==> src/rtl/grad_norm_pkg.sv <==
`default_nettype none
// +----------------------------------------------------------------------+
// | Module      : grad_norm_pkg                                          |
// | Description : Shared encodings, default widths and helpers for the   |
// |               piecewise-linear gradient-cost normaliser.             |
// | Revision    : 1.0  initial release                                   |
// +----------------------------------------------------------------------+
package grad_norm_pkg;

  // Table field selector carried on cfg_field
  typedef enum logic [1:0] {
    CFG_BP    = 2'd0,
    CFG_INT   = 2'd1,
    CFG_SLOPE = 2'd2,
    CFG_RSVD  = 2'd3
  } cfg_field_e;

  localparam int DEF_IN_W       = 12;
  localparam int DEF_OUT_W      = 11;
  localparam int DEF_NSEG       = 16;
  localparam int DEF_SLOPE_W    = 12;
  localparam int DEF_SLOPE_FRAC = 10;
  localparam int DEF_CNT_W      = 16;

  // Ceiling log2, at least 1 for any n >= 2
  function automatic int clog2(input int n);
    int r;
    r = 0;
    for (int v = n - 1; v > 0; v = v >> 1) begin
      r = r + 1;
    end
    return r;
  endfunction

endpackage
`default_nettype wire

==> src/rtl/grad_norm_pwl_if.sv <==
`default_nettype none
// +----------------------------------------------------------------------+
// | Module      : grad_norm_pwl_if                                       |
// | Description : Sample stream, result stream, table programming and    |
// |               saturation-counter signals of the PWL normaliser.      |
// | Revision    : 1.0  initial release                                   |
// +----------------------------------------------------------------------+
interface grad_norm_pwl_if
  import grad_norm_pkg::*;
#(
  parameter int IN_W    = DEF_IN_W,
  parameter int OUT_W   = DEF_OUT_W,
  parameter int NSEG    = DEF_NSEG,
  parameter int SLOPE_W = DEF_SLOPE_W,
  parameter int CNT_W   = DEF_CNT_W
);
  localparam int SEG_W = clog2(NSEG);
  localparam int WD_W  = (IN_W > OUT_W) ? ((IN_W > SLOPE_W) ? IN_W : SLOPE_W)
                                        : ((OUT_W > SLOPE_W) ? OUT_W : SLOPE_W);

  logic               in_valid;
  logic               in_ready;
  logic [IN_W-1:0]    in_cost;
  logic               out_valid;
  logic               out_ready;
  logic [OUT_W-1:0]   out_norm;
  logic               out_sat;
  logic               cfg_we;
  logic [SEG_W-1:0]   cfg_addr;
  logic [1:0]         cfg_field;
  logic [WD_W-1:0]    cfg_wdata;
  logic [CNT_W-1:0]   sat_cnt;
  logic               sat_clr;

  modport master (
    output in_valid, in_cost, out_ready, cfg_we, cfg_addr, cfg_field, cfg_wdata, sat_clr,
    input  in_ready, out_valid, out_norm, out_sat, sat_cnt
  );

  modport slave (
    input  in_valid, in_cost, out_ready, cfg_we, cfg_addr, cfg_field, cfg_wdata, sat_clr,
    output in_ready, out_valid, out_norm, out_sat, sat_cnt
  );

endinterface
`default_nettype wire

==> src/rtl/grad_norm_seg_sel.sv <==
`default_nettype none
// +----------------------------------------------------------------------+
// | Module      : grad_norm_seg_sel                                      |
// | Description : Priority match of a cost against the PWL breakpoints;  |
// |               returns the highest index whose breakpoint <= x.       |
// | Revision    : 1.0  initial release                                   |
// +----------------------------------------------------------------------+
module grad_norm_seg_sel
  import grad_norm_pkg::*;
#(
  parameter int IN_W  = DEF_IN_W,
  parameter int NSEG  = DEF_NSEG,
  parameter int SEG_W = clog2(NSEG)
)(
  input  logic [IN_W-1:0]            x,
  input  logic [NSEG-1:0][IN_W-1:0]  bp,
  output logic [SEG_W-1:0]           seg
);

  // Ascending scan so the last (highest) matching index wins; entry 0 is
  // always zero, so the result is defined even for non-monotonic tables.
  always_comb begin
    seg = '0;
    for (int i = 0; i < NSEG; i++) begin
      if (bp[i] <= x) begin
        seg = SEG_W'(i);
      end
    end
  end

endmodule
`default_nettype wire

==> src/rtl/grad_norm_pwl.sv <==
`default_nettype none
// +----------------------------------------------------------------------+
// | Module      : grad_norm_pwl                                          |
// | Description : 3-stage pipelined PWL gradient-cost normaliser:        |
// |               out = max(0, intercept[s] - slope[s]*(x - bp[s])).     |
// |               Programmable table, valid/ready flow control and a     |
// |               saturating count of floored results.                   |
// | Revision    : 1.0  initial release                                   |
// +----------------------------------------------------------------------+
module grad_norm_pwl
  import grad_norm_pkg::*;
#(
  parameter int IN_W       = DEF_IN_W,
  parameter int OUT_W      = DEF_OUT_W,
  parameter int NSEG       = DEF_NSEG,
  parameter int SLOPE_W    = DEF_SLOPE_W,
  parameter int SLOPE_FRAC = DEF_SLOPE_FRAC,
  parameter int CNT_W      = DEF_CNT_W
)(
  input  logic            clk,
  input  logic            rst,
  grad_norm_pwl_if.slave  bus
);

  localparam int SEG_W  = clog2(NSEG);
  localparam int PROD_W = IN_W + SLOPE_W;

  // Coefficient table
  logic [NSEG-1:0][IN_W-1:0]    bp_tab;
  logic [NSEG-1:0][OUT_W-1:0]   int_tab;
  logic [NSEG-1:0][SLOPE_W-1:0] slope_tab;

  // Pipeline state
  logic                en;
  logic [SEG_W-1:0]    seg;
  logic [IN_W-1:0]     dx;
  logic                s1_valid;
  logic [IN_W-1:0]     s1_dx;
  logic [OUT_W-1:0]    s1_int;
  logic [SLOPE_W-1:0]  s1_slope;
  logic [PROD_W-1:0]   prod_full;
  logic [PROD_W-1:0]   prod_scaled;
  logic                s2_valid;
  logic [PROD_W-1:0]   s2_prod;
  logic [OUT_W-1:0]    s2_int;
  logic                floored;
  logic [OUT_W-1:0]    norm_next;
  logic                s3_valid;
  logic [OUT_W-1:0]    s3_norm;
  logic                s3_sat;
  logic [CNT_W-1:0]    sat_count;

  // Whole pipeline moves as one unit: free output slot or consumer taking it
  assign en           = !s3_valid | bus.out_ready;
  assign bus.in_ready = en;

  // Table writes; entry 0 breakpoint is never written so it stays at zero
  always_ff @(posedge clk or negedge rst) begin
    if (!rst) begin
      bp_tab    <= '0;
      int_tab   <= '0;
      slope_tab <= '0;
    end else if (bus.cfg_we) begin
      case (cfg_field_e'(bus.cfg_field))
        CFG_BP:    if (bus.cfg_addr != '0) bp_tab[bus.cfg_addr] <= bus.cfg_wdata[IN_W-1:0];
        CFG_INT:   int_tab[bus.cfg_addr]   <= bus.cfg_wdata[OUT_W-1:0];
        CFG_SLOPE: slope_tab[bus.cfg_addr] <= bus.cfg_wdata[SLOPE_W-1:0];
        default:   ;
      endcase
    end
  end

  grad_norm_seg_sel #(
    .IN_W  (IN_W),
    .NSEG  (NSEG),
    .SEG_W (SEG_W)
  ) u_seg_sel (
    .x   (bus.in_cost),
    .bp  (bp_tab),
    .seg (seg)
  );

  // Selected breakpoint never exceeds x, so the offset is non-negative
  assign dx = bus.in_cost - bp_tab[seg];

  // S1: capture offset and the coefficients of the matched segment
  always_ff @(posedge clk or negedge rst) begin
    if (!rst) begin
      s1_valid <= 1'b0;
      s1_dx    <= '0;
      s1_int   <= '0;
      s1_slope <= '0;
    end else if (en) begin
      s1_valid <= bus.in_valid;
      s1_dx    <= dx;
      s1_int   <= int_tab[seg];
      s1_slope <= slope_tab[seg];
    end
  end

  assign prod_full   = PROD_W'(s1_dx) * PROD_W'(s1_slope);
  assign prod_scaled = prod_full >> SLOPE_FRAC;

  // S2: scaled product, fractional bits truncated
  always_ff @(posedge clk or negedge rst) begin
    if (!rst) begin
      s2_valid <= 1'b0;
      s2_prod  <= '0;
      s2_int   <= '0;
    end else if (en) begin
      s2_valid <= s1_valid;
      s2_prod  <= prod_scaled;
      s2_int   <= s1_int;
    end
  end

  // Negative difference is detected by magnitude compare; when not floored
  // the product is below the intercept, so its low OUT_W bits suffice.
  assign floored   = s2_prod > PROD_W'(s2_int);
  assign norm_next = s2_int - s2_prod[OUT_W-1:0];

  // S3: output register with floor at zero
  always_ff @(posedge clk or negedge rst) begin
    if (!rst) begin
      s3_valid <= 1'b0;
      s3_norm  <= '0;
      s3_sat   <= 1'b0;
    end else if (en) begin
      s3_valid <= s2_valid;
      s3_norm  <= floored ? '0 : norm_next;
      s3_sat   <= s2_valid & floored;
    end
  end

  // Saturating count of floored results taken downstream; clear wins
  always_ff @(posedge clk or negedge rst) begin
    if (!rst) begin
      sat_count <= '0;
    end else if (bus.sat_clr) begin
      sat_count <= '0;
    end else if (s3_valid && bus.out_ready && s3_sat && !(&sat_count)) begin
      sat_count <= sat_count + 1'b1;
    end
  end

  assign bus.out_valid = s3_valid;
  assign bus.out_norm  = s3_norm;
  assign bus.out_sat   = s3_sat;
  assign bus.sat_cnt   = sat_count;

endmodule
`default_nettype wire
==> src/flat_wrapper.sv <==
// flat-port wrapper written by rule: the top's interface ports become plain ports
module grad_norm_pwl_flat import grad_norm_pkg::*;
#(
  parameter int IN_W       = DEF_IN_W,
  parameter int OUT_W      = DEF_OUT_W,
  parameter int NSEG       = DEF_NSEG,
  parameter int SLOPE_W    = DEF_SLOPE_W,
  parameter int SLOPE_FRAC = DEF_SLOPE_FRAC,
  parameter int CNT_W      = DEF_CNT_W
)
  (clk, rst, bus_in_valid, bus_in_cost, bus_out_ready, bus_cfg_we, bus_cfg_addr, bus_cfg_field, bus_cfg_wdata, bus_sat_clr, bus_in_ready, bus_out_valid, bus_out_norm, bus_out_sat, bus_sat_cnt);
  grad_norm_pwl_if #(.IN_W(IN_W), .OUT_W(OUT_W), .NSEG(NSEG), .SLOPE_W(SLOPE_W), .CNT_W(CNT_W)) bus_i ();
  input  logic clk;
  input  logic rst;
  input wire logic [$bits(bus_i.in_valid)-1:0] bus_in_valid;
  input wire logic [$bits(bus_i.in_cost)-1:0] bus_in_cost;
  input wire logic [$bits(bus_i.out_ready)-1:0] bus_out_ready;
  input wire logic [$bits(bus_i.cfg_we)-1:0] bus_cfg_we;
  input wire logic [$bits(bus_i.cfg_addr)-1:0] bus_cfg_addr;
  input wire logic [$bits(bus_i.cfg_field)-1:0] bus_cfg_field;
  input wire logic [$bits(bus_i.cfg_wdata)-1:0] bus_cfg_wdata;
  input wire logic [$bits(bus_i.sat_clr)-1:0] bus_sat_clr;
  output wire logic [$bits(bus_i.in_ready)-1:0] bus_in_ready;
  output wire logic [$bits(bus_i.out_valid)-1:0] bus_out_valid;
  output wire logic [$bits(bus_i.out_norm)-1:0] bus_out_norm;
  output wire logic [$bits(bus_i.out_sat)-1:0] bus_out_sat;
  output wire logic [$bits(bus_i.sat_cnt)-1:0] bus_sat_cnt;
  assign bus_i.in_valid = bus_in_valid;
  assign bus_i.in_cost = bus_in_cost;
  assign bus_i.out_ready = bus_out_ready;
  assign bus_i.cfg_we = bus_cfg_we;
  assign bus_i.cfg_addr = bus_cfg_addr;
  assign bus_i.cfg_field = bus_cfg_field;
  assign bus_i.cfg_wdata = bus_cfg_wdata;
  assign bus_i.sat_clr = bus_sat_clr;
  assign bus_in_ready = bus_i.in_ready;
  assign bus_out_valid = bus_i.out_valid;
  assign bus_out_norm = bus_i.out_norm;
  assign bus_out_sat = bus_i.out_sat;
  assign bus_sat_cnt = bus_i.sat_cnt;
  grad_norm_pwl #(.IN_W(IN_W), .OUT_W(OUT_W), .NSEG(NSEG), .SLOPE_W(SLOPE_W), .SLOPE_FRAC(SLOPE_FRAC), .CNT_W(CNT_W)) u_core (.clk(clk), .rst(rst), .bus(bus_i));
endmodule
==> config.mk <==
export PLATFORM = sky130hd
export DESIGN_NAME = grad_norm_pwl_flat
export DESIGN_NICKNAME = d
export VERILOG_FILES = /design/src/rtl/grad_norm_pkg.sv /design/src/rtl/grad_norm_pwl_if.sv /design/src/rtl/grad_norm_seg_sel.sv /design/src/rtl/grad_norm_pwl.sv /design/src/flat_wrapper.sv
export SDC_FILE = /design/constraint.sdc
export NUM_CORES = 2
export LEC_CHECK = 0
export ABC_AREA = 1
export BUFFER_PORTS_ARGS = -buffer_cell sky130_fd_sc_hd__clkbuf_2
export CAP_MARGIN = 20
export CORE_ASPECT_RATIO = 0.9
export CORE_UTILIZATION = 45
export DETAILED_ROUTE_END_ITERATION = 7
export GPL_ROUTABILITY_DRIVEN = 0
export HOLD_SLACK_MARGIN = 0.05
export PLACE_DENSITY_LB_ADDON = 0.3
export SLEW_MARGIN = 20
export SYNTH_ARGS = -nofsm -noshare
export SYNTH_HDL_FRONTEND = slang
export SYNTH_SLANG_ARGS = --single-unit
==> constraint.sdc <==
create_clock -name clk -period 7.5 [get_ports clk]
set_input_delay 0.375 -clock clk [delete_from_list [all_inputs] [get_ports clk]]
set_output_delay 0.375 -clock clk [all_outputs]
set_load 0.05 [all_outputs]
==> run metrics <==
vias per cell=5.56; Die ar.=86600 µm²; Post-Syn Nets=5165; Skew-Pair Late Insertion Delay=650 ps; row count=101; 1st-iter DRT viols=3581; total number of vias=32400; number of global-route vias before repair=30400; slowest CP cell=buf_4; Cells after Synth=4757; CTS Hold Bufs=15; maximum root-to-sink buffer count=3; DR WL/cell=19.3 µm; fin nets=5057; leakage power=20.3 nW; worst reg2reg path startpoint=u_core.bp_tab[35]; core area=84500 µm²; Avg Cell Area, Syn=8.09 µm²; setup bufs post-CTS=0; MaxCap Viol Count=0; final total power=14.1 mW; Slew HR=24.1%; RSZ-0062 raised after global routing=false; period utilization=81.3%; Combinational Power Share=41.3%; Reg clk slew, reported paths=70 ps; Hold WC Path Type=in -> reg; pwr dens=339 nW/µm²; part of the power in registers=33.4%; FF+latch count, synth=651; layout cells sized above 1=5.84%; HPWL after DPL=74600 µm; fin crit period=6090 ps; TritonCTS buffer count=70; status=complete, no violations; Worst path most repeated cell=nand2_1; CP max stage delay=530 ps; Fill cells=8085; Synth warnings=0; Hold Startpoint=bus_cfg_field[0]; endpoints failing hold=0; largest net degree at the start of global routing=174; sw frac=40.6%; first-pass GRT wire length=178000 µm; # placed instances=5693; CTS resizes=0; chip width=310 µm; Final Util=49.4%; CP Capture Type=register; Worst Path Required=8010 ps; post-route ant nets=0; Worst-Margin Slew=1130 ps; Remaining DRCs=0; Routed Wire Length=112000 µm; Total GRT Usage=26.4%; Layout area overhead=8.60%; Overflow after GRT=0; router iterations before antenna repair=5; I/O pin count=66; CP Data Arrival Time=6600 ps; CP Max Fanout=75; critical path launch point type=register; Critical path origin=u_core.bp_tab[35]; Fmax=164 MHz; synthesized cell area=38500 µm²; clock share of power=25.2%; CTS Sinks=651; CTS tree=built; Layout Skew=29.8 ps; initial core utilization=45.5%; Max Slew Vio Count=0; Die H=279 µm; Net Sw Power=5.75 mW; final setup TNS=0 ps; Internal=8.40 mW; peak supply drop=0.000428 V; non-filler instance count after layout=5839; Cell variety after synth=50; final setup vio count=0; initial antenna violation count=2; Seq/Total Area, Yosys=42.4%; critical setup path kind=reg -> reg; final hold slack=136 ps; Port Buffers=65; H-tree depth=3; clock root buffer=clkbuf_16
-- cells in the mapped netlist, drive strengths merged --
cell,n,area (µm²)
nand3b,1,7.51
a22o,1,8.76
o211ai,67,513
nor3,17,85.1
nor2,196,748
a21oi,204,1020
inv,507,1900
a2bb2oi,1,8.76
o221ai,9,78.8
a41o,1,10.0
a31oi,9,56.3
a32oi,1,8.76
buf,69,513
clkinv,2,7.51
nand4,20,125
nor3b,1,7.51
nor4,4,25.0
and2,1,6.26
clkbuf,237,892
and3,2,12.5
xnor2,13,114
ha,271,3390
a22oi,1,7.51
xor2,14,123
a21o,5,37.5
fa,101,2020
o21a,7,52.6
o31ai,3,22.5
a211oi,8,60.1
dfrtp,651,16300
a2111oi,1,8.76
nand2,1141,4300
o21ai,945,4730
o22ai,3,18.8
o21bai,5,37.5
nand3,229,1150
or2,9,56.3
-- power by group through the flow --
stage	clock network, mW	logic [mW]	registers (mW)
global placement	0	5.69	4.76
CTS	3.63	5.90	4.71
global route	3.77	6.90	4.79
detailed placement	0	5.83	4.76
finish	3.57	5.85	4.73
floorplan	0	4.58	4.53
-- cell usage in the layout, fill, tap and decap left out, types with 4 or more instances in the layout --
master         instances
dlygate4sd3_1         15
dfrtp_1              651
nand4_1               20
inv_2                 15
or2_2                  8
ha_1                 271
nand2_1             1133
o21ai_1               34
buf_12                 4
nor2_1               189
xor2_1                14
o211ai_1              65
inv_6                  4
nand2_2                5
o21bai_1               5
inv_1                491
a21o_1                 5
xnor2_1               13
a211oi_1               8
clkbuf_8              14
fa_1                 101
nor2_2                 6
clkbuf_2              64
nor3_1                17
clkinvlp_4             8
a21oi_1              203
a31oi_1                9
buf_4                 41
o221ai_1               9
o21a_1                 7
o21ai_0              911
clkbuf_1               8
clkbuf_16             71
clkinv_2              16
nand3_1              229
-- area by class of cell --
| cell class | count | area (µm²) | share of cell area (%) |
|---|---|---|---|
| tap | 1133 | 1420 | 3.39 |
| timing repair buffer | 126 | 888 | 2.13 |
| inverter | 509 | 1920 | 4.59 |
| sequential | 651 | 16300 | 39.0 |
| multi-input combinational | 3291 | 18900 | 45.2 |
| clock buffer | 93 | 2000 | 4.79 |
| clock inverter | 35 | 358 | 0.857 |
| antenna | 1 | 2.50 | 0.00599 |
-- metrics by stage --
stage | worst slack, ps | instance area (µm²)
after floorplan | 2220 | 38500
after global placement | 1100 | 39200
after detailed placement | 985 | 39200
after CTS | 1530 | 41700
after global routing | 784 | 41800
final | 1410 | 41800
-- routing by layer --
layer	vias to the layer above	share of wire, %	GRT usage [%]
met5	-	0.018	0
met4	2	2.7	7.67
met3	203	9.8	5.68
met2	1340	42	37.5
met1	15500	46	40.0
li1	15400	-	-
-- critical path, delay by kind of cell (launching register included) --
| kind | cells | cell delay [ps] |
|---|---|---|
| and+or+nand+nor | 30 | 2960 |
| buffers and inverters | 3 | 660 |
| DFF | 1 | 500 |
| AOI/OAI and AO/OA | 8 | 1020 |
| adders and majority gates | 2 | 560 |
| xor gates and xnor gates | 1 | 190 |
-- final timing paths --
kind | to | slack (ps) | cells after the start
max in group asynchronous | u_core.bp_tab[96] | 5650 | 3
setup reg to reg | u_core.s1_dx[11] | 1410 | 44
hold reg to reg | u_core.bp_tab[7] | 380 | 0
hold / removal | u_core.slope_tab[5] | 140 | 4
setup / recovery | u_core.s1_dx[11] | 1410 | 44
min in group asynchronous | u_core.bp_tab[19] | 340 | 2
-- flip-flops by register name, indices dropped and copies added, names as in the netlist, 11 cells and up --
| register | count |
|---|---|
| u_core.s2_int | 11 |
| u_core.bus.sat_cnt | 16 |
| u_core.s1_dx | 12 |
| u_core.s1_int | 11 |
| u_core.slope_tab | 192 |
| u_core.s1_slope | 12 |
| u_core.s2_prod | 14 |
| u_core.bus.out_norm | 11 |
| u_core.int_tab | 176 |
| u_core.bp_tab | 192 |
-- cells by family (layout without fill, tap and decap cells) --
| logic type | Yosys count | count (layout) | synth area share (%) |
|---|---|---|---|
| and+or+nand+nor | 1621 | 1621 | 17.0 |
| adders and majority gates | 372 | 372 | 14.1 |
| AOI/OAI and AO/OA | 1271 | 1271 | 17.4 |
| other | 0 | 1 | 0 |
| xor gates and xnor gates | 27 | 27 | 0.615 |
| buffers and inverters | 815 | 763 | 8.62 |
| DFF | 651 | 651 | 42.4 |
No activity file was read; power rests on OpenSTA's default activity.
